==> src/rtl/int_issue_queue_pkg.sv <==
// Shared widths, entry layout and the CDB wakeup rule for the integer issue queue.
package int_issue_queue_pkg;

    localparam int IQ_TAG_W  = 5;
    localparam int IQ_DATA_W = 32;
    localparam int IQ_OPC_W  = 4;

    typedef struct packed {
        logic                 valid;
        logic [IQ_OPC_W-1:0]  opcode;
        logic [IQ_TAG_W-1:0]  rs_tag;
        logic [IQ_DATA_W-1:0] rs_data;
        logic                 rs_valid;
        logic [IQ_TAG_W-1:0]  rt_tag;
        logic [IQ_DATA_W-1:0] rt_data;
        logic                 rt_valid;
        logic [IQ_TAG_W-1:0]  rd_tag;
    } iq_entry_t;

    // Rs and Rt are matched independently, so one broadcast can wake both operands.
    function automatic iq_entry_t iq_wake(input iq_entry_t e,
                                          input logic cdb_valid,
                                          input logic [IQ_TAG_W-1:0] cdb_tag,
                                          input logic [IQ_DATA_W-1:0] cdb_data);
        iq_entry_t r;
        r = e;
        if (cdb_valid && e.valid) begin
            if (!e.rs_valid && e.rs_tag == cdb_tag) begin
                r.rs_data  = cdb_data;
                r.rs_valid = 1'b1;
            end
            if (!e.rt_valid && e.rt_tag == cdb_tag) begin
                r.rt_data  = cdb_data;
                r.rt_valid = 1'b1;
            end
        end
        return r;
    endfunction

endpackage

==> src/rtl/int_issue_queue_slot.sv <==
// One queue entry: chooses between hold, shift-in from the slot above, or a new dispatch,
// then applies the current CDB broadcast to whatever it is about to store.
module int_issue_queue_slot
    import int_issue_queue_pkg::*;
(
    input  logic                 Clk,
    input  logic                 Rst,
    input  logic                 flush,
    input  logic                 load,
    input  iq_entry_t            load_entry,
    input  logic                 shift,
    input  iq_entry_t            shift_entry,
    input  logic                 cdb_valid,
    input  logic [IQ_TAG_W-1:0]  cdb_tag,
    input  logic [IQ_DATA_W-1:0] cdb_data,
    output iq_entry_t            entry
);

    iq_entry_t base;
    iq_entry_t next_entry;

    always_comb begin
        base = entry;
        if (load) begin
            base = load_entry;
        end else if (shift) begin
            base = shift_entry;
        end
        next_entry = iq_wake(base, cdb_valid, cdb_tag, cdb_data);
    end

    always_ff @(posedge Clk or negedge Rst) begin
        if (!Rst) begin
            entry <= '0;
        end else if (flush) begin
            entry <= '0;
        end else begin
            entry <= next_entry;
        end
    end

endmodule

==> src/rtl/int_issue_queue.sv <==
// Integer reservation-station queue: compacting shift queue with CDB wakeup and
// oldest-ready-first issue to the integer ALU.
module int_issue_queue
    import int_issue_queue_pkg::*;
#(
    parameter int DEPTH  = 4,
    parameter int TAG_W  = IQ_TAG_W,
    parameter int DATA_W = IQ_DATA_W,
    parameter int OPC_W  = IQ_OPC_W
) (
    input  logic              Clk,
    input  logic              Rst,
    input  logic              Flush,
    input  logic              Dispatch_En,
    input  logic [OPC_W-1:0]  Dispatch_Opcode,
    input  logic [TAG_W-1:0]  Dispatch_Rs_Tag,
    input  logic [DATA_W-1:0] Dispatch_Rs_Data,
    input  logic              Dispatch_Rs_Valid,
    input  logic [TAG_W-1:0]  Dispatch_Rt_Tag,
    input  logic [DATA_W-1:0] Dispatch_Rt_Data,
    input  logic              Dispatch_Rt_Valid,
    input  logic [TAG_W-1:0]  Dispatch_Rd_Tag,
    output logic              Queue_Full,
    input  logic [TAG_W-1:0]  CDB_Tag,
    input  logic [DATA_W-1:0] CDB_Data,
    input  logic              CDB_Valid,
    output logic              Ready_Int,
    input  logic              Issue_Int,
    output logic [OPC_W-1:0]  Issue_Opcode,
    output logic [DATA_W-1:0] Issue_Rs_Data,
    output logic [DATA_W-1:0] Issue_Rt_Data,
    output logic [TAG_W-1:0]  Issue_Rd_Tag
);

    localparam int CNT_W = $clog2(DEPTH + 1);

    logic [CNT_W-1:0] count;
    logic [CNT_W-1:0] wr_idx;
    iq_entry_t        entries [DEPTH];
    iq_entry_t        disp_entry;
    iq_entry_t        sel_entry;
    logic [DEPTH-1:0] ready_vec;
    logic [DEPTH-1:0] at_or_above_sel;
    logic             any_ready;
    logic             do_issue;
    logic             do_dispatch;

    // at_or_above_sel marks every slot from the oldest ready entry upward; those slots
    // shift down by one when an issue fires.
    always_comb begin
        any_ready       = 1'b0;
        sel_entry       = '0;
        ready_vec       = '0;
        at_or_above_sel = '0;
        for (int i = 0; i < DEPTH; i++) begin
            ready_vec[i] = entries[i].valid & entries[i].rs_valid & entries[i].rt_valid;
            if (ready_vec[i] && !any_ready) begin
                sel_entry = entries[i];
            end
            any_ready          = any_ready | ready_vec[i];
            at_or_above_sel[i] = any_ready;
        end
    end

    assign Queue_Full  = (count == CNT_W'(DEPTH));
    assign Ready_Int   = any_ready;
    assign do_issue    = Issue_Int & any_ready;
    assign do_dispatch = Dispatch_En & ~Queue_Full;
    assign wr_idx      = count - CNT_W'(do_issue);

    assign Issue_Opcode  = sel_entry.opcode;
    assign Issue_Rs_Data = sel_entry.rs_data;
    assign Issue_Rt_Data = sel_entry.rt_data;
    assign Issue_Rd_Tag  = sel_entry.rd_tag;

    assign disp_entry = '{valid:    1'b1,
                          opcode:   Dispatch_Opcode,
                          rs_tag:   Dispatch_Rs_Tag,
                          rs_data:  Dispatch_Rs_Data,
                          rs_valid: Dispatch_Rs_Valid,
                          rt_tag:   Dispatch_Rt_Tag,
                          rt_data:  Dispatch_Rt_Data,
                          rt_valid: Dispatch_Rt_Valid,
                          rd_tag:   Dispatch_Rd_Tag};

    always_ff @(posedge Clk or negedge Rst) begin
        if (!Rst) begin
            count <= '0;
        end else if (Flush) begin
            count <= '0;
        end else begin
            count <= count + CNT_W'(do_dispatch) - CNT_W'(do_issue);
        end
    end

    for (genvar i = 0; i < DEPTH; i++) begin : g_slot
        iq_entry_t upper;
        if (i == DEPTH - 1) begin : g_top
            assign upper = '0;
        end else begin : g_mid
            assign upper = entries[i+1];
        end

        int_issue_queue_slot u_slot (
            .Clk         (Clk),
            .Rst         (Rst),
            .flush       (Flush),
            .load        (do_dispatch && (wr_idx == CNT_W'(i))),
            .load_entry  (disp_entry),
            .shift       (do_issue && at_or_above_sel[i]),
            .shift_entry (upper),
            .cdb_valid   (CDB_Valid),
            .cdb_tag     (CDB_Tag),
            .cdb_data    (CDB_Data),
            .entry       (entries[i])
        );
    end

endmodule

==> config.mk <==
export PLATFORM = sky130hd
export DESIGN_NAME = int_issue_queue
export DESIGN_NICKNAME = d
export VERILOG_FILES = /design/src/rtl/int_issue_queue_pkg.sv /design/src/rtl/int_issue_queue_slot.sv /design/src/rtl/int_issue_queue.sv
export SDC_FILE = /design/constraint.sdc
export NUM_CORES = 1
export LEC_CHECK = 0
export ABC_AREA = 1
export CAP_MARGIN = 10
export CORE_MARGIN = 4
export CORE_UTILIZATION = 59
export DETAILED_ROUTE_END_ITERATION = 6
export PLACE_DENSITY = 0.81
export SLEW_MARGIN = 20
export SYNTH_ARGS = -nofsm -noshare
export SYNTH_HDL_FRONTEND = slang
export SYNTH_HIERARCHICAL = 1
export SYNTH_SLANG_ARGS = --single-unit
==> constraint.sdc <==
create_clock -name Clk -period 9.1 [get_ports Clk]
set_clock_uncertainty 0.15 [all_clocks]
set_input_delay 1.82 -clock Clk [delete_from_list [all_inputs] [get_ports Clk]]
set_output_delay 1.82 -clock Clk [all_outputs]
set_load 0.01 [all_outputs]
---- Word-level counts from Yosys, hierarchy flattened ----
Index checks and enable logic that the tools add are counted.
storage, ports and cells
  register bits ........................... 347
  bits of input ports ..................... 128
  output and inout bits ................... 75
  logic and storage cells ................. 138
cells by class
  add/sub/neg operators ................... 3
  eq/ne operators ......................... 12
  multiplexer cells ....................... 33
  bitwise gates (word level) .............. 14
  reduce and logical (&&, ||, !) cells .... 39
operator list
  operator                                                         count
  86-bit 2-to-1 mux                                                12
  33-bit 2-to-1 mux                                                16
  85-bit 2-to-1 mux                                                4
  5-bit == test                                                    8
  1-bit logical AND                                                23
  3-bit nonzero test                                               4
  1-bit zero test                                                  11
  1-bit bitwise AND                                                10
  3-bit by 2-bit == test with 1-bit output, second input constant  2
  3-bit by 1-bit subtractor with 3-bit output                      2
  3-bit by 1-bit adder with 3-bit output                           1
  3-bit by 1-bit == test with 1-bit output, second input constant  1
  3-bit == test, second input constant                             1
  3-bit zero test                                                  1
  3-bit 2-to-1 mux                                                 1
  1-bit OR                                                         3
  1-bit inverter                                                   1

---- Depth between registers and ports, before layout ----
  depth in word-level cells ............... 15
  mapped depth ............................ 23
  gate-level depth less buffers ........... 21

---- Hierarchy ----
Netlist, hierarchy kept.
modules (own cells, without submodules)
  module                instances  cells each  area an instance (um^2)
  int_issue_queue_slot  4          755         5283.8
  int_issue_queue       1          701         3281.9

---- Worst setup path before layout ----
Ideal clock, no wire load.
  path kind ............................... input port to flip-flop
  start point ............................. input port Issue_Int
  end point ............................... register g_slot[0].u_slot/entry[10] (netlist name)
  setup time .............................. 117 ps
  arrival ................................. 4088 ps
  required time ........................... 8833 ps
  setup slack ............................. 4745 ps
  stages on the path ...................... 18
  cells stage by stage .................... inv_1 a21oi_1 ha_1 ha_1 xnor2_1 nand2_1 nor3_1 inv_2 buf_6 nand3_1 nand3_1 nand2_1 nand2_1 nor2_1 nand4_4 buf_2 nor2_1 nor2_1
between the ends
  longest elaborated chain between the ends .. 10
ends and longest elaborated chain
  item                                              RTL line                    source
  start, declared                                   int_issue_queue.sv:28       input logic Issue_Int,
  1-bit bitwise AND *                               int_issue_queue.sv:67       assign do_issue = Issue_Int & any_ready;
  3-bit by 1-bit subtractor with 3-bit output       int_issue_queue.sv:69       assign wr_idx = count - CNT_W'(do_issue);
  3-bit zero test                                   int_issue_queue.sv:108      .load (do_dispatch && (wr_idx == CNT_W'(i))),
  1-bit logical AND                                 int_issue_queue.sv:108
  86-bit 2-to-1 mux *                               int_issue_queue_slot.sv:24  if (load) begin
  5-bit == test or 1-bit zero test (tied branches)  int_issue_queue_pkg.sv:32   if (!e.rt_valid && e.rt_tag == cdb_tag) begin
  1-bit logical AND                                 int_issue_queue_pkg.sv:32
  33-bit 2-to-1 mux                                 int_issue_queue_pkg.sv:32
  33-bit 2-to-1 mux *                               int_issue_queue_pkg.sv:27   if (cdb_valid && e.valid) begin
  86-bit 2-to-1 mux *                               int_issue_queue_slot.sv:35  end else if (flush) begin
  end signal, assigned                              int_issue_queue_slot.sv:38  entry <= next_entry;
  end, declared                                     int_issue_queue_slot.sv:16  output iq_entry_t entry
Every way passes the cells marked *; elsewhere a longest branch is shown, timed or not. The select of a mux whose other input is x is not followed.
A chain may end at the register's enable or synchronous reset.

---- Worst setup path after layout ----
  start point ............................. input port Issue_Int
  end point ............................... register g_slot[1].u_slot/entry[48] (netlist name)
between the ends
  longest elaborated chain between the ends .. 10
ends and longest elaborated chain
  item                                              RTL line                    source
  1-bit bitwise AND *                               int_issue_queue.sv:67
  3-bit by 1-bit subtractor with 3-bit output       int_issue_queue.sv:69
  3-bit by 1-bit == test with 1-bit output          int_issue_queue.sv:108
  1-bit logical AND                                 int_issue_queue.sv:108
  86-bit 2-to-1 mux *                               int_issue_queue_slot.sv:24
  5-bit == test or 1-bit zero test (tied branches)  int_issue_queue_pkg.sv:28   if (!e.rs_valid && e.rs_tag == cdb_tag) begin
  1-bit logical AND                                 int_issue_queue_pkg.sv:28
  33-bit 2-to-1 mux                                 int_issue_queue_pkg.sv:28
  33-bit 2-to-1 mux *                               int_issue_queue_pkg.sv:27
  86-bit 2-to-1 mux *                               int_issue_queue_slot.sv:35
  end signal, assigned                              int_issue_queue_slot.sv:38
  end, declared                                     int_issue_queue_slot.sv:16
Marked as above.

==> results.md <==
* Status: finished, violations left
* Failing checks: DRC
* Full die area at 44,700 µm²
* Number of cell rows at 74
* Int Pwr at 3150 µW
* FF+latch count, synth at 347
* CP max-delay cell: nor3_2
* Worst-path fanout max at 32
* Clock Latency Late Sink at 0.57 ns
* I/O pins at 203
* Detailed-route wire length per cell at 21.4 µm
* Setup TNS at 0 ns
* CTS tree: built
* Area Growth Syn to Fin at 13.3%
* Post-DP HPWL at 53,400 µm
* Comb pwr share at 29.8%
* Final nets at 3,950
* Fin area at 27,700 µm²
* Net Sw Frac at 36.2%
* Area leader, netlist: dfrtp_1
* Die W at 211 µm
* Arrival time worst endpoint at 7.21 ns
* Root Driver: clkbuf_16
* Seq/Total Area, Yosys at 35.6%
* Leak pwr at 0.0143 µW
* PostCTS Resize Cnt at 0
* Top post-synthesis cells by count: nor2_1 (942), nand2_1 (778), dfrtp_1 (347)
* Hold Path Class: register to register
* CP startpoint kind: input port
* Fin crit period at 6.88 ns
* DRT Pass-1 Iters at 7
* H-tree depth at 2
* Post-CTS Setup Bufs at 0
* First-pass GRT wire length at 144,000 µm
* Max Cap Viol at 0
* Share of layout cells above drive strength 1 at 4.89%
* PD cells at 179 nW/µm²
* Vias in the first global route at 25,921
* Yosys top cell area share at 35.6%
* Worst path required time at 9.43 ns
* CTS clock-pin slew for the worst setup and hold paths at 0.06 ns
* Gate Count Post-Synth at 3,721
* CTS hold repair buffers at 0
* Mapped Avg Cell Area at 6.56 µm²
* Critical path type: input port to register
* Die height at 211 µm
* Cell variety after synth at 31
* Post-synthesis cell area at 24,400 µm²
* Initial DRC Count at 4,167
* Most common cell in the netlist: nor2_1
* Routed Wire Length at 93,500 µm
* Clock Path Buffers at 3
* Maximum VDD drop at 0.000128 V
* Ys async rst share at 100%
* Period utilization at 75.6%
* GRT Total Usage at 40.5%
* NetSw at 1790 µW
* RSZ-0062 raised after global routing: no
* Area contributors post-synth: dfrtp_1 (36%), nor2_1 (14%), nand2_1 (12%)
* Register share of total power at 37.6%
* Clock power share at 32.6%
* Via count at 27,549
* Slew @ Worst Pin at 1.19 ns
* Most frequent CP cell: nand2_1
* Hold Fails Final Rpt at 0
* Max Freq at 145 MHz
* IO Port Bufs at 202
* Antenna violations before repair at 4
* Largest net degree at the start of global routing at 156
* Core Area at 40,800 µm²
* Syn. warnings at 6
* Slew HR at 20.9%
* Sink Count at 347
* PnR Total Power at 4940 µW
* Gpl congestion at 0.962
* CP cell instances: clkdlybuf4s50_1, inv_1, a21oi_1, ha_1, ha_1, xnor2_1, nand2_1, nor3_2, buf_4, nor2_2, buf_4, nand2_1, nand3_1, nand2_1, nand2_1, nor2_4, nand3_1, nor2_4, nor2_1, nor2_1
* Vias per cell at 6.29
* Placed cell area at 26,400 µm²
* Endpoints failing setup at 0
* CTS buffer count at 40
* Slew Viols, Final at 0
* Setup crit end kind: register
* Worst path max stage delay at 0.86 ns
* DRC viols at 1
* ANT nets after route at 0
* Leading register cell type out of synthesis: dfrtp_1
* Total gr overflow at 0
* EDFF count, synth at 0
* Initial Util at 59.8%
-- power groups by stage --
stage,sequential (µW),combinational (µW),clock [µW]
after global routing,1880,1590,1680
after floorplan,1850,988,0
after detailed placement,1880,1400,0
final,1860,1470,1610
after global placement,1880,1380,0
after CTS,1850,1410,1620
-- critical path, delay by kind of cell --
family          cells  cell delay [ns]
simple gates       12             3.62
buf+inv             4             1.09
fa+ha+maj           2             0.34
compound gates      1             0.18
xor+xnor            1             0.13
-- flip-flops by register name, summed over array words and instances, names as in the netlist --
register / count
g_slot.u_slot/entry: 344
count: 3
-- metrics by stage --
| stage | cells | setup slack, ns | utilization, % | hold WS [ns] |
|---|---|---|---|---|
| global placement | 4307 | 2.10 | 64.6 | 0.348 |
| global route | 4377 | 2.01 | 67.7 | 0.387 |
| CTS | 4376 | 2.43 | 67.7 | 0.365 |
| finish | 4377 | 2.22 | 67.7 | 0.366 |
| floorplan | 3809 | 4.74 | - | 0.330 |
| detailed placement | 4307 | 1.89 | 64.6 | 0.350 |
-- final cells by class --
type / count / area [µm²]
Clock buffer: 61 / 1170
Antenna cell: 1 / 2.50
Tap cell: 532 / 666
Inverter: 303 / 1140
Fill cell: 3652 / 13200
Clock inverter: 8 / 93.8
Timing Repair Buffer: 247 / 2380
Sequential cell: 347 / 8690
Multi-Input combinational cell: 2878 / 13500
-- layout by cell type, fill, tap and decap left out, types with 4 or more instances in the layout --
master	synthesis	layout
nand4_1	249	249
clkdlybuf4s50_1	0	201
o22a_1	4	4
o21ai_0	37	37
inv_1	290	286
nor3_2	0	4
conb_1	2	90
clkbuf_8	0	7
nor2_4	11	13
nor2_2	8	10
o221ai_1	20	20
nand4_4	4	4
ha_1	4	4
o21ai_2	0	4
clkinv_2	0	5
inv_2	13	17
dfrtp_1	347	344
a21oi_1	16	16
buf_4	5	44
nand3_1	284	284
or2_2	20	20
clkbuf_16	0	41
nor2_1	942	938
nand2_2	9	9
a22oi_1	36	36
clkbuf_1	101	13
nand2_1	778	778
o22ai_1	240	240
o21bai_1	112	112
-- metal layers --
metal / vias up / GRT usage, % / share of wire [%]
met5: - / 0 / 0.026
met4: 6 / 22.9 / 6.7
met3: 426 / 10.1 / 15
met2: 2240 / 59.5 / 42
met1: 12482 / 55.1 / 37
li1: 12395 / - / -
-- worst paths after layout --
path | depth (start not counted) | slack (ns) | end | from
worst max register to register | 14 | 2.90 | g_slot[3].u_slot/entry[46] | g_slot[0].u_slot/entry[85]
worst max-delay path | 20 | 2.22 | g_slot[1].u_slot/entry[48] | Issue_Int
worst min-delay path | 2 | 0.37 | g_slot[0].u_slot/entry[0] | g_slot[0].u_slot/entry[0]
max in group asynchronous | 2 | 6.31 | g_slot[1].u_slot/entry[83] | Rst
min in group asynchronous | 1 | 1.04 | g_slot[3].u_slot/entry[24] | Rst
worst min register to register | 2 | 0.37 | g_slot[0].u_slot/entry[0] | g_slot[0].u_slot/entry[0]
-- kinds of logic after synthesis --
group | count (synthesis) | synth area share (%)
AOI/OAI and AO/OA | 470 | 12.7
DFF | 347 | 35.6
adders and majority gates | 5 | 0.287
other | 2 | 0.0308
and+or+nand+nor | 2311 | 40.6
buffers and inverters | 584 | 10.7
xor gates and xnor gates | 2 | 0.0718
Note: power is estimated with default switching activity, not from simulation.
